### config.mk
export PLATFORM = sky130hd
export DESIGN_NAME = uart_rx_fsm
export DESIGN_NICKNAME = d
export VERILOG_FILES = /design/src/rtl/uart_rx_fsm_pkg.sv /design/src/rtl/uart_rx_fsm_sampling.sv /design/src/rtl/uart_rx_fsm.sv
export SDC_FILE = /design/constraint.sdc
export NUM_CORES = 1
export LEC_CHECK = 0
export CELL_PAD_IN_SITES_DETAIL_PLACEMENT = 1
export CELL_PAD_IN_SITES_GLOBAL_PLACEMENT = 2
export CORE_UTILIZATION = 30
export CTS_BUF_LIST = sky130_fd_sc_hd__clkbuf_16
export DETAILED_ROUTE_END_ITERATION = 8
export PLACE_DENSITY_LB_ADDON = 0.1
export SLEW_MARGIN = 15
export SYNTH_ARGS = -nofsm -noshare
export SYNTH_HDL_FRONTEND = slang
export SYNTH_HIERARCHICAL = 1
export SYNTH_SLANG_ARGS = --single-unit
### constraint.sdc
create_clock -name clk -period 2.1 [get_ports clk]
set_input_delay 0.21 -clock clk [delete_from_list [all_inputs] [get_ports clk]]
set_output_delay 0.21 -clock clk [all_outputs]
set_load 0.02 [all_outputs]
### src/rtl/uart_rx_fsm_pkg.sv
// uart_rx_fsm_pkg: shared state encoding, prescale/parity constants and edge-index helpers
package uart_rx_fsm_pkg;
  typedef enum logic [2:0] {IDLE, START, DATA, PARITY, STOP} state_t;
  localparam logic [5:0] PRESCALE_8 = 6'd8;
  localparam logic [5:0] PRESCALE_16 = 6'd16;
  localparam logic [5:0] PRESCALE_32 = 6'd32;
  localparam logic EVEN = 1'b0;
  localparam logic ODD = 1'b1;
  // The start-bit detection cycle happens before the counter runs, so bit 0 lags by one edge.
  function automatic logic [5:0] true_edge(input logic [3:0] bit_cnt, input logic [4:0] edge_cnt);
    return (bit_cnt == 4'd0) ? {1'b0, edge_cnt} + 6'd1 : {1'b0, edge_cnt};
  endfunction
  function automatic logic bit_end(input logic [5:0] prescale, input logic [3:0] bit_cnt, input logic [4:0] edge_cnt);
    return true_edge(bit_cnt, edge_cnt) == prescale - 6'd1;
  endfunction
endpackage

### src/rtl/uart_rx_fsm_sampling.sv
// data_sampling: three samples around mid-bit, majority-voted into one bit
module data_sampling
  import uart_rx_fsm_pkg::*;
(
  input  logic       clk,
  input  logic       reset_n,
  input  logic       rx_in,
  input  logic [5:0] prescale,
  input  logic [4:0] edge_cnt,
  input  logic [3:0] bit_cnt,
  input  logic       enable,
  output logic       sampled_bit
);
  logic [2:0] samples;
  logic [5:0] idx;
  logic [5:0] mid;
  assign idx = true_edge(bit_cnt, edge_cnt);
  assign mid = prescale >> 1;
  assign sampled_bit = (samples[0] & samples[1]) | (samples[0] & samples[2]) | (samples[1] & samples[2]);
  // capture rx_in at the three edges centred on mid-bit
  always_ff @(posedge clk or negedge reset_n) begin
    if (!reset_n) samples <= '0;
    else if (enable) begin
      if (idx == mid - 6'd1) samples[0] <= rx_in;
      if (idx == mid) samples[1] <= rx_in;
      if (idx == mid + 6'd1) samples[2] <= rx_in;
    end
  end
endmodule

### src/rtl/uart_rx_fsm.sv
// uart_rx_fsm: UART frame receiver FSM with shift register, parity check and error flags
module uart_rx_fsm
  import uart_rx_fsm_pkg::*;
(
  input  logic       clk,
  input  logic       reset_n,
  input  logic       rx_in,
  input  logic       par_en,
  input  logic       par_typ,
  input  logic [5:0] prescale,
  input  logic [3:0] bit_cnt,
  input  logic [4:0] edge_cnt,
  output logic       cnt_enable,
  output logic [7:0] p_data,
  output logic       data_valid,
  output logic       parity_error,
  output logic       stop_error
);
  state_t state;
  logic [7:0] shift;
  logic par_flag;
  logic sampled_bit;
  logic at_end;
  logic frame_ok;
  assign cnt_enable = state != IDLE;
  assign at_end = bit_end(prescale, bit_cnt, edge_cnt);
  assign frame_ok = sampled_bit & ~(par_en & par_flag);
  data_sampling u_sampling (
    .clk(clk),
    .reset_n(reset_n),
    .rx_in(rx_in),
    .prescale(prescale),
    .edge_cnt(edge_cnt),
    .bit_cnt(bit_cnt),
    .enable(cnt_enable),
    .sampled_bit(sampled_bit)
  );
  // frame sequencing, data assembly and registered result/flag outputs
  always_ff @(posedge clk or negedge reset_n) begin
    if (!reset_n) begin
      state <= IDLE;
      shift <= '0;
      par_flag <= 1'b0;
      p_data <= '0;
      data_valid <= 1'b0;
      parity_error <= 1'b0;
      stop_error <= 1'b0;
    end else begin
      data_valid <= 1'b0;
      case (state)
        IDLE: if (!rx_in) begin
          state <= START;
          par_flag <= 1'b0;
        end
        START: if (at_end) state <= sampled_bit ? IDLE : DATA;
        DATA: if (at_end) begin
          shift <= {sampled_bit, shift[7:1]};
          if (bit_cnt == 4'd8) state <= par_en ? PARITY : STOP;
        end
        PARITY: if (at_end) begin
          par_flag <= sampled_bit != ((par_typ == ODD) ? ~^shift : ^shift);
          state <= STOP;
        end
        STOP: if (at_end) begin
          stop_error <= ~sampled_bit;
          parity_error <= par_en & par_flag;
          data_valid <= frame_ok;
          if (frame_ok) p_data <= shift;
          state <= IDLE;
        end
        default: state <= IDLE;
      endcase
    end
  end
endmodule

==> results_dict.tcl <==
set metrics [dict create \
    met2_length_um 3260 \
    maxSlewHeadroom 0.720 \
    final_area_mm2 0.00319 \
    top_layer_used "met4" \
    maxSlewViolCount 0 \
    clkSinkCount 26 \
    startpoint_type "input pin" \
    path_delay_family "simple AND/OR/NAND/NOR gates" \
    crit_type "input pin to register" \
    path_buf_inv 5 \
    grt_pass1_wl_um 10600 \
    design.portCount 32 \
    met1_length_um 2900 \
    cap_violations 0 \
    fin_skew_ps 0.932 \
    setup_ws_ps -201 \
    clk_pin_slew_worst_paths_ps 60 \
    yosys.area.top_type "dfrtp_1" \
    synthAdderAreaFrac 0.0362 \
    worstMarginPinSlew_ps 418 \
    clock_path_buffers 2 \
    min_period_over_period 1.10 \
    max_stage_delay_ps 540 \
    vias 1819 \
    design.core.area_mm2 0.00639 \
    clkLatencyLatePin_ps 260 \
    grt_pass1_vias 2003 \
    dpl_cell_area_mm2 0.00277 \
    fin_worst_hold_slack_ps 311 \
    synth_edf_count 0 \
    start_util 0.314 \
    viasPerCell 5.20 \
    overflow 0 \
    htreeDepth 1 \
    ys_seq_elements 26 \
    setup_viol_count_final 18 \
    path_cells "buf_6 -> or3_4 -> buf_6 -> o31a_4 -> or4b_4 -> nand3_4 -> buf_6 -> nor4_4 -> buf_4 -> clkbuf_16 -> mux2_4" \
    synthTopCellsByArea "dfrtp_1 (32%), mux2_2 (11%), xnor2_1 (9.6%), xor2_1 (4.4%), ha_1 (3.1%)" \
    layout_min_cycle_time_ps 2300 \
    synth_xor_xnor_area_share 0.174 \
    ctsHoldBuffers 0 \
    fmax_mhz 435 \
    floorplan.die_area_mm2 0.00702 \
    die_h_um 83.8 \
    synthMuxAreaShare 0.142 \
    ant_nets 0 \
    diodes 0 \
    netlist_instances 191 \
    violations "setup timing" \
    synth_top_family_by_area "simple AND/OR/NAND/NOR gates" \
    synth_top_flop_cell "dfrtp_1" \
    yosysWarnings 6 \
    drive_gt1_frac 0.443 \
    final_net_count 299 \
    synth-compound-area-share 0.0736 \
    peakVddDrop_mv 0.509 \
    syn_avg_cell_area_um2 10.5 \
    yosysSeqAreaShare 0.324 \
    cp.arrival_ps 2450 \
    drtIter0Drc 27 \
    cts-root-buf "clkbuf_16" \
    grt_max_degree 27 \
    routed-wl-met3_um 132 \
    antenna_found_initial 0 \
    power_density_mw_per_mm2 593 \
    synthSimpleGateAreaFrac 0.220 \
    power_leakage_uw 0.00137 \
    drc 0 \
    synth_area_mm2 0.00201 \
    synthDistinctLibCells 51 \
    dieWidth_um 83.8 \
    cp_max_fo 4 \
    reg2reg_slack_ps 110 \
    hold_viol 0 \
    hpwl_um 4680 \
    cts_tree "yes" \
    outcome "finished, violations left" \
    routedWlPerCell_um 18.4 \
    drtPass1Iterations 4 \
    routabilityCongestion 0.850 \
    syn2layout_area_growth_pct 59.0 \
    cts_buffers 3 \
    synth_top_area_share 0.324 \
    async_flop_share 1.00 \
    cpMaxStageDelayCell "or4b_4" \
    synth_nets 216 \
    totalWireLength_um 6440 \
    required_ps 2250 \
    hold_class "input pin to async pin" \
    rsz0062_at_grt "true" \
    setup.worst_path.end_class "register" \
    rows 29 \
    io_buffers 31 \
    cpMostUsedCell "buf_6" \
    grt_use_total 0.193 \
]
routing by layer:
metal / vias to the layer above / global-route usage
li1: 864 / -
met1: 911 / 0.251
met2: 30 / 0.331
met3: 14 / 0.0277
met4: 0 / 0.0570
met5: - / 0
final cells by class:
class                   count  area (um^2)
fillers                   691         3200
multi-input cells         155         1580
repair buffers             81          732
flip-flops and latches     26          651
well taps                  77         96.3
clock buffers               3         75.1
clock inverters             1         30.0
inverters                   7         26.3
path summary, 6_finish.rpt:
path | cells past startpoint | start | to
max | 11 | prescale[2] | p_data[2]$_DFFE_PN0P_
min | 2 | reset_n | p_data[2]$_DFFE_PN0P_
max reg2reg | 6 | state[2]$_DFFE_PN0P_ | p_data[2]$_DFFE_PN0P_
min reg2reg | 1 | p_data[1]$_DFFE_PN0P_ | p_data[1]$_DFFE_PN0P_
max in group asynchronous | 2 | reset_n | state[2]$_DFFE_PN0P_
min in group clk | 1 | p_data[1]$_DFFE_PN0P_ | p_data[1]$_DFFE_PN0P_
timing repair:
action | 4_1_cts | 5_1_grt
setup endpoints to repair | 26 | 27
resized for setup | 71 | 27
setup buffers | 7 | 5
pin swaps | 19 | 13
gates cloned | 1 | 0
power by group:
part / switching [uW] / internal [uW] / leakage, uW
sequential: 28.3 / 548 / 0.000343
combinational: 387 / 378 / 0.000979
clock: 172 / 379 / 0.0000511
sequential cells by signal, summed over array words and instances, names as in the netlist:
signal,count
data_valid,1
p_data,8
par_flag,1
parity_error,1
shift,8
state,3
stop_error,1
u_sampling/samples,3
cell usage after synthesis, types with 2 or more instances:
master	instances
a31oi_1	3
and3_1	4
buf_6	3
dfrtp_1	26
ha_1	5
inv_1	7
mux2_2	19
mux2i_1	6
nand2_1	13
nand3_1	8
nand3b_1	3
nand4_1	3
nor2_1	7
nor3_1	5
nor4_1	5
o211ai_1	2
o21ai_0	4
or3_1	4
xnor2_1	22
xnor3_1	2
xor2_1	10
placed cells by master (no fill, tap or decap), types with 2 or more instances in the layout:
cell type and count:
ha_1 4, mux2_4 18, a31oi_1 3, xnor3_1 2, dfrtp_1 26, o211ai_1 2, nand3_1 8, mux2_2 2
clkdlybuf4s50_1 17, nor3_1 4, buf_8 2, buf_4 42, xnor2_1 17, nor2_1 7, or3_1 3, xor2_1 8
dlygate4sd2_1 3, nor4_4 3, or3_4 2, xor2_2 2, nor4_2 3, nand2_2 2, and3_1 3, inv_1 6
clkbuf_2 3, o32ai_4 2, nand4_1 3, nand3b_1 3, o21ai_0 2, buf_6 10, mux2i_1 5, or4_4 2
clkbuf_16 4, xnor2_2 4, nand2_1 11
metrics by stage:
step / instances / worst slack (ps) / utilization / TNS (ps) / total power, uW
floorplan: 191 / -308 / - / -4890 / 967
global placement: 335 / -860 / 0.434 / -18740 / 1220
detailed placement: 335 / -986 / 0.434 / -21130 / 1260
CTS: 347 / -316 / 0.488 / -4130 / 1870
global route: 350 / -239 / 0.500 / -3400 / 2000
finish: 350 / -201 / 0.500 / -2470 / 1890
logic make-up (layout without fill, tap and decap cells):
group	after synthesis	after routing
AO/OA/AOI/OAI	19	19
XOR/XNOR	35	35
adder cells (fa/ha/maj)	6	6
buffers and inverters	10	92
flip-flops	26	26
multiplexers	26	26
AND/OR/NAND/NOR	69	69
No activity file was read; power rests on OpenSTA's default activity.
